File: config.mk
export PLATFORM = sky130hd
export DESIGN_NAME = sc_decoder
export DESIGN_NICKNAME = d
export VERILOG_FILES = /design/src/rtl/sc_decoder.sv
export SDC_FILE = /design/constraint.sdc
export NUM_CORES = 1
export LEC_CHECK = 0
export ABC_AREA = 0
export CELL_PAD_IN_SITES_DETAIL_PLACEMENT = 0
export CELL_PAD_IN_SITES_GLOBAL_PLACEMENT = 1
export CORE_UTILIZATION = 37
export DETAILED_ROUTE_END_ITERATION = 10
export GPL_ROUTABILITY_DRIVEN = 0
export PLACE_DENSITY = 0.83
export REMOVE_ABC_BUFFERS = 1
export SLEW_MARGIN = 0
export SYNTH_ARGS = -nofsm -noshare
export SYNTH_HDL_FRONTEND = slang
export SYNTH_SLANG_ARGS = --single-unit
File: constraint.sdc
create_clock -name clk -period 1.6 [get_ports clk]
set_input_delay 0.4 -clock clk [delete_from_list [all_inputs] [get_ports clk]]
set_output_delay 0.4 -clock clk [all_outputs]
set_load 0.01 [all_outputs]
File: src/rtl/sc_decoder.sv
// Stochastic bitstream decoder: counts the ones in a window of 2^WIDTH valid
// samples and holds the count until the consumer accepts it.
module sc_decoder #(
  parameter int WIDTH = 6
) (
  input  logic             clk,
  input  logic             rst_n,
  input  logic             start,
  input  logic             clear,
  input  logic             in_bit,
  input  logic             in_valid,
  output logic             busy,
  output logic [WIDTH:0]   out_value,
  output logic             out_valid,
  input  logic             out_ready
);

  localparam logic [1:0] IDLE = 2'd0;
  localparam logic [1:0] ACC  = 2'd1;
  localparam logic [1:0] HOLD = 2'd2;

  // Sample count just before the final sample of a window is accepted.
  localparam logic [WIDTH:0] LAST_CNT = {1'b0, {WIDTH{1'b1}}};

  logic [1:0]     state_reg, state_next;
  logic [WIDTH:0] ones_reg, ones_next;
  logic [WIDTH:0] cnt_reg, cnt_next;

  always_comb begin
    state_next = state_reg;
    ones_next  = ones_reg;
    cnt_next   = cnt_reg;
    if (clear) begin
      state_next = IDLE;
      ones_next  = '0;
      cnt_next   = '0;
    end else begin
      case (state_reg)
        IDLE: begin
          if (start) begin
            state_next = ACC;
            ones_next  = '0;
            cnt_next   = '0;
          end
        end
        ACC: begin
          if (in_valid) begin
            cnt_next  = cnt_reg + 1'b1;
            ones_next = ones_reg + {{WIDTH{1'b0}}, in_bit};
            if (cnt_reg == LAST_CNT) begin
              state_next = HOLD;
            end
          end
        end
        HOLD: begin
          // A start seen with the handshake chains straight into the next window.
          if (out_ready) begin
            state_next = start ? ACC : IDLE;
            ones_next  = '0;
            cnt_next   = '0;
          end
        end
        default: begin
          state_next = IDLE;
          ones_next  = '0;
          cnt_next   = '0;
        end
      endcase
    end
  end

  always_ff @(posedge clk) begin
    if (!rst_n) begin
      state_reg <= IDLE;
      ones_reg  <= '0;
      cnt_reg   <= '0;
    end else begin
      state_reg <= state_next;
      ones_reg  <= ones_next;
      cnt_reg   <= cnt_next;
    end
  end

  assign busy      = (state_reg == ACC);
  assign out_valid = (state_reg == HOLD);
  assign out_value = out_valid ? ones_reg : '0;

endmodule

# Word-level counts from Yosys, hierarchy flattened
# Cells that the tools add are included.
dict set report word_totals {
  reg_bits 16
  in_bits 7
  output_inout_bits 9
  elab_cells 30
}
dict set report op_classes {
  n_addsub 2
  n_eq_ne 7
  n_mux 13
  bitwise_logic 1
  reduce_logical 4
}
# cell count
set ops {}
lappend ops {{case mux 7 bit (3 select lines)} 2}
lappend ops {{two-way mux 7 bit} 5}
lappend ops {{two-way mux 2 bit} 4}
lappend ops {{adder 7 x 1 -> 7 bit} 1}
lappend ops {{adder 7 x 1 -> 7 bit (second input constant)} 1}
lappend ops {{== test 7 x 6 -> 1 bit (second input constant)} 1}
lappend ops {{case mux 2 bit (3 select lines)} 1}
lappend ops {{!= test 2 x 1 -> 1 bit (second input constant)} 2}
lappend ops {{!= test 2 bit (second input constant)} 2}
lappend ops {{AND reduction 4 bit} 1}
lappend ops {{AND reduction 3 bit} 1}
lappend ops {{== test 2 x 1 -> 1 bit (second input constant)} 1}
lappend ops {{== test 2 bit (second input constant)} 1}
lappend ops {{logical NOT 2 bit} 1}
lappend ops {{OR reduction 2 bit} 1}
lappend ops {{two-way mux 1 bit} 1}
lappend ops {{inverter 1 bit} 1}

# Logic depth before layout (Yosys ltp)
# Gate-level depths: netlist of run 1.
dict set report logic_depth {
  depth_word 4
  mapped_depth 6
  mapped_depth_nobuf 6
}

# Least setup slack after synthesis of run 1
# Ideal clock, no wire load.
dict set report synth_timing {
  path_type {input-to-reg}
  start {input port in_bit}
  end {register ones_reg[6]}
  setup_ns 0.071
  arrival_ns 1.359
  t_required_ns 1.529
  setup_slack_ns 0.170
  cell_stages 6
  path_buffers 0
  cell_sequence {ha_1 > ha_1 > and3_1 > o211ai_2 > or3_1 > a21oi_1}
}
dict set report synth_via {
  elab_chain_cells 3
}
# element line_no
set synth_lines {}
lappend synth_lines {{from (decl)} 10} ;# input logic in_bit,
lappend synth_lines {{adder 7 x 1 -> 7 bit} 49} ;# ones_next = ones_reg + {{WIDTH{1'b0}}, in_bit};
lappend synth_lines {{two-way mux 7 bit} 47} ;# if (in_valid) begin
lappend synth_lines {{case mux 7 bit (3 select lines)} 38} ;# case (state_reg)
lappend synth_lines {{to (signal assigned)} 79} ;# ones_reg <= ones_next;
lappend synth_lines {{to (decl)} 26} ;# logic [WIDTH:0] ones_reg, ones_next;
# No other way between the ends. The select of a mux whose other input is x is not followed.
# A chain may end at the register's enable or synchronous reset.

# Final worst setup path of run 1
dict set report layout_timing {
  start {register state_reg[0]}
  end {output port out_value[1]}
}
dict set report layout_via {
  elab_chain_cells 2
}
# element line_no
set layout_lines {}
lappend layout_lines {{from (decl)} 25} ;# logic [1:0] state_reg, state_next;
lappend layout_lines {{from (signal assigned)} 78} ;# state_reg <= state_next;
lappend layout_lines {{== test 2 bit} 85} ;# assign out_valid = (state_reg == HOLD);
lappend layout_lines {{two-way mux 7 bit} 86} ;# assign out_value = out_valid ? ones_reg : '0;
lappend layout_lines {{to (decl)} 13} ;# output logic [WIDTH:0] out_value,
# No other way between the ends.

==> impl_metrics.csv, run 1 <==
group,metric,value,unit
clock_network,clock_latency_on_the_worst_skew_pair,0.28,ns
finish,multi_input_combinational_cell_area,549.3,µm²
clock_network,clk_root_buffer_cell,"clkbuf_4",
die,core_area,0.002062,mm²
synth,syn_inst,97,
pwr,power.ir.vdd_worst,0.3785,mV
critical_path,cp_max_fo,8,
finish,area.sequential,322.8,µm²
die,pin_count,16,
finish,finish.net_count,135,
pwr,combinationalPowerShare,9.4,%
pwr,p_seq_share,54.8,%
die,fp-row-count,16,
clock_network,cts.reportedPaths.clkPinSlew,0.10,ns
placed_design,portBuffers,15,
global_routing,largest_net_degree_at_the_start_of_global_routing,15,
clock_network,htreeDepth,1,
synth,synth_top_area_share,37.81,%
timing,timing.final.max_slew_violations,0,
critical_path,criticalPathCategory,"register to output port",
pwr,power_per_cell_area,622.5,mW/mm²
finish,antenna_cells_inserted,0,
die,die_w,49.85,µm
detailed_routing,dr_drc_count,0,
detailed_routing,drt_iter0_markers,10,
clock_network,cts.sinks,16,
detailed_routing,totalWireLength,1772,µm
run_status,violations_in_the_final_reports,"negative setup slack",
die,die-area,0.002485,mm²
detailed_routing,num_vias,769,
timing,tightestPinTransition,0.3487,ns
timing,worst_clock_skew,0.004738,ns
pwr,share_clk_of_total_power,35.8,%
critical_path,crit_chain,"or2b_1, inv_4, and2_1, buf_2",
pwr,cell_internal_pwr,0.5720,mW
critical_path,cpMaxStageDelayCell,"dfxtp_2",
pwr,final_total_pwr,0.7321,mW
timing,period_needed,1.650,ns
critical_path,crit_cells,4,
synth,synth_top_cells_by_area,"dfxtp_1 38%, xor2_1 7.2%, and2_1 6.6%",
finish,fillerInstances,190,
timing,slew-limit-headroom,76.70,%
min_path,hold-path-cell-count,2,
critical_path,required,1.20,ns
detailed_routing,drt-vias-per-instance,5.093,
synth,synth_area_per_cell,8.733,µm²
pwr,power.switching_fraction,21.87,%
timing,rsz_0062_raised_after_global_routing,"yes",
critical_path,worstSetupEndpointType,"output port",
placed_design,place_ws,-0.3835,ns
timing,finalSetupViolCount,7,
critical_path,r2r.worst_path.cells,6,
clock_network,tritoncts.num_buffers,3,
critical_path,cell_type_group_with_the_largest_total_delay_on_the_critical_path,"simple AND/OR/NAND/NOR gates",
critical_path,arrival,1.25,ns
finish,layout.cell_area.non_filler,0.001176,mm²
critical_path,worst_setup_path_start_kind,"register",
global_routing,gr-usage-all-layers,16.68,%
critical_path,cp_num_buf_inv,2,
clock_network,cts-hold-fix-buffers,0,
timing,report.final.hold_viol_count,0,
global_routing,grt_pass1_wl,3174,µm
timing,worst_setup_margin,-0.05006,ns
placed_design,hpwl,1337,µm
detailed_routing,route.antenna.remaining_nets,0,
synth,count_of_unique_library_cells_instantiated_by_yosys,30,
finish,area_growth,38.85,%
min_path,worst_hold_path_type,"register to register",
synth,post-synth-top-area-cell,"dfxtp_1",
pwr,leakage,0.4600,nW
synth,synth_seq_cells,16,
run_status,outcome,"finished, violations left",
global_routing,initial_antenna_violation_count,0,
flow_run,max_cap_violation_count,0,
timing,max_freq,0.6060,GHz
placed_design,placed_area,0.001094,mm²
finish,layout.core_utilization,57.04,%
global_routing,number_of_global_route_vias_before_repair,738,
clock_network,ctsLongestPathBuffers,2,
finish,highest_count_cells_in_the_layout_ignoring_fill_and_taps,"14 x nor2_1, 14 x dfxtp_1, 8 x buf_4",
synth,yosysSeqAreaShare,37.81,%
synth,syn_area,847.1,µm²
synth,ys_warn_count,0,
die,start_util,41.08,%
clock_network,tritoncts,"done",
pwr,power.net_switching,0.1601,mW
clock_network,buffer_count_from_post_cts_setup_fixing,0,
detailed_routing,dr.pass1.iters,4,
detailed_routing,routedWlPerCell,11.74,µm
critical_path,cp_slowest_stage_delay,0.33,ns
die,die_h,49.85,µm
global_routing,grt_overflow_total,0,
finish,fraction_of_layout_instances_using_a_drive_strength_above_1,31.45,%
timing,post-route-period-util,103.1,%
-- worst paths after layout --
| check | from | endpoint | slack, ns |
|---|---|---|---|
| worst min register to register | ones_reg[6] | ones_reg[6] | 0.51 |
| worst max register to register | state_reg[0] | ones_reg[4] | 0.09 |
| worst max-delay path | state_reg[0] | out_value[1] | -0.05 |
| worst min-delay path | ones_reg[6] | ones_reg[6] | 0.51 |
-- area by class of cell --
class | count | area share, %
clock buffers | 4 | 3.085
repair buffers | 25 | 19.04
inverters | 2 | 0.8511
multi-input cells | 77 | 46.70
well taps | 27 | 2.872
flip-flops and latches | 16 | 27.45
-- power by group through the flow --
stage	clock network, mW	logic [mW]	registers, mW
after CTS	0.272	0.0662	0.401
after detailed placement	0	0.0653	0.410
after global routing	0.286	0.0749	0.402
after global placement	0	0.0646	0.410
final	0.262	0.0686	0.401
after floorplan	0	0.0258	0.413
-- per-layer routing --
layer / part of all wire [%] / vias up / GRT usage [%]
met4: 0.73 / 0 / 5.714
met1: 50 / 355 / 21.76
met2: 47 / 12 / 27.48
met3: 3.0 / 2 / 2.778
li1: - / 400 / -
met5: 0 / - / 0
-- worst reg2reg max path: stages, from the launching register on --
cell,delay [ns]
dfxtp_2,0.34
buf_6,0.16
or3b_4,0.47
o211ai_2,0.11
buf_4,0.13
xor2_1,0.13
nor2_1,0.05
-- per-stage QoR --
stage / TNS [ns] / hold WS (ns) / instances
after detailed placement: -5.702 / 0.4927 / 147
after global placement: -5.327 / 0.4680 / 147
after CTS: -0.3704 / 0.5096 / 151
after global routing: -0.8733 / 0.5381 / 151
after floorplan: 0 / 0.4536 / 95
final: -0.2931 / 0.5095 / 151
-- what timing repair did --
item                                    in CTS  in global routing
pin swaps                                    8                  2
endpoints found under the setup margin      12                 10
gates resized for setup                     47                 11
hold endpoints to repair                     0                  0
-- Yosys cell counts, drive strengths merged --
master and n:
nand2 4, mux2 1, a22oi 3, o2111ai 1
o21bai 1, nand4 1, or3b 1, and2 9
nor2 14, o211ai 6, nand3 1, a31oi 1
inv 2, buf 2, o32a 1, o21ai 4
nor2b 3, xor2 7, or2b 1, ha 3
nand3b 1, dfxtp 16, a21oi 5, and3 4
o22ai 1, nand2b 1, or3 3
-- cell families (layout without fill, tap and decap cells) --
group                      after synthesis  in the layout  synth area share, %
xor gates and xnor gates                 7              7                7.238
AOI/OAI and AO/OA                       23             23                19.50
buffers and inverters                    4             31                2.363
and+or+nand+nor                         43             43                26.88
adders and majority gates                3              3                4.432
DFF                                     16             16                37.81
muxes                                    1              1                1.772
Note: power is estimated with default switching activity, not from simulation.
==> run 2: changes to the inputs <==
- CORE_MARGIN: default -> 3
==> run 2 against run 1 <==
Against the previous run: die area is 17% higher; largest power group unchanged; worst setup slack lost 0.015 ns; the flow still finishes with violations (negative setup slack); maximum frequency fell by 0.90%; global-route usage decreased by 1.9 points; routed wire length rose by 3.7%; sequential share of layout area grew 0.52 points.
==> impl_metrics.csv, run 2 (synthesis results as in run 1) <==
group,metric,value,unit
run_status,outcome,"finished, violations left",
run_status,violations_in_the_final_reports,"negative setup slack",
pwr,power_per_cell_area,585.8,mW/mm²
timing,report.final.hold_viol_count,0,
die,die_h,53.85,µm
critical_path,criticalPathCategory,"register to output port",
finish,highest_count_cells_in_the_layout_ignoring_fill_and_taps,"14 x nor2_1, 13 x dfxtp_1, 12 x buf_4",
detailed_routing,routedWlPerCell,12.01,µm
timing,post-route-period-util,104.1,%
critical_path,required,1.20,ns
timing,slew-limit-headroom,77.49,%
timing,timing.final.max_slew_violations,0,
timing,worst_hold_slack,0.5004,ns
die,die_w,53.85,µm
pwr,leakage,0.4650,nW
clock_network,clk_root_buffer_cell,"clkbuf_4",
finish,layout_commonest_cell,"nor2_1",
detailed_routing,dr.pass1.iters,4,
detailed_routing,dr_drc_count,0,
die,pin_count,16,
timing,worst_setup_margin,-0.06502,ns
timing,rsz_0062_raised_after_global_routing,"yes",
placed_design,place_ws,-0.3783,ns
critical_path,worstSetupEndpointType,"output port",
global_routing,grt_pass1_wl,3077,µm
critical_path,r2r.worst_path.cells,6,
clock_network,htreeDepth,1,
die,fp-row-count,16,
clock_network,clock_latency_on_the_worst_skew_pair,0.28,ns
clock_network,tritoncts.num_buffers,3,
global_routing,gr-usage-all-layers,14.81,%
die,core_area,0.002062,mm²
finish,fraction_of_layout_instances_using_a_drive_strength_above_1,31.75,%
finish,area_growth,36.78,%
clock_network,ctsLongestPathBuffers,2,
pwr,final_total_pwr,0.6787,mW
finish,finish.net_count,138,
critical_path,cp_max_fo,8,
min_path,hold-path-cell-count,2,
global_routing,initial_antenna_violation_count,0,
timing,worst_clock_skew,0.003664,ns
timing,tightestPinTransition,0.3368,ns
timing,period_needed,1.665,ns
detailed_routing,totalWireLength,1838,µm
detailed_routing,drt_iter0_markers,8,
global_routing,number_of_global_route_vias_before_repair,741,
critical_path,timing.reg2reg.setup_slack,0.13,ns
die,start_util,41.08,%
die,die-area,0.002899,mm²
flow_run,max_cap_violation_count,0,
global_routing,grt_overflow_total,0,
finish,antenna_cells_inserted,0,
timing,finalSetupViolCount,8,
detailed_routing,drt-vias-per-instance,5.098,
min_path,worst_hold_path_type,"register to register",
critical_path,arrival,1.27,ns
detailed_routing,route.antenna.remaining_nets,0,
global_routing,largest_net_degree_at_the_start_of_global_routing,15,
placed_design,hpwl,1348,µm
clock_network,cts.reportedPaths.clkPinSlew,0.09,ns
placed_design,portBuffers,15,
critical_path,worst_setup_path_start_kind,"register",
finish,layout.core_utilization,56.19,%
timing,max_freq,0.6006,GHz
pwr,power.ir.vdd_worst,0.5127,mV
clock_network,cts.sinks,16,
clock_network,tritoncts,"done",
detailed_routing,num_vias,780,
-- run 2: worst paths after layout --
check / from / endpoint
max: state_reg[0] / out_value[1]
min: ones_reg[6] / ones_reg[6]
max reg2reg: state_reg[1] / ones_reg[4]
min reg2reg: ones_reg[6] / ones_reg[6]
-- run 2: what timing repair did --
action,CTS,global route
buffers inserted,1,2
endpoints found under the setup margin,12,9
pin swaps,8,4
resized for setup,46,7
hold buffers,0,0
-- run 2: area by class of cell --
class	instances	area, µm²
Tap cell	27	33.78
Sequential cell	16	324.1
Timing Repair Buffer	28	234.0
Clock buffer	3	22.52
Multi-Input combinational cell	77	536.8
Inverter	2	7.507
Fill cell	194	903.4
-- run 2: power by group --
group	switching, mW	total [mW]	internal [mW]
sequential	0.00154	0.401	0.400
clock	0.120	0.207	0.0873
combinational	0.0340	0.0703	0.0363
total	0.155	0.679	0.523
-- run 2: routing by layer --
metal	share of wire, %	GRT usage, %	vias to the layer above
met3	3.3	2.493	2
met5	0	0	-
met2	50	25.20	11
met1	46	17.65	362
met4	0.71	7.660	0
li1	-	-	405
-- run 2: per-stage QoR --
stage               instance area [µm²]  TNS [ns]  std cells
global route                       1159    -1.014        153
detailed placement                 1094    -5.896        147
CTS                                1119   -0.3257        151
global placement                   1094    -5.345        147
finish                             1159   -0.3965        153
floorplan                         834.6         0         95
-- run 2: worst max-delay path: stages (launching register included) --
cell and delay [ns]:
dfxtp_2 0.34, or2b_1 0.26, inv_2 0.13, and2_4 0.16, buf_6 0.10
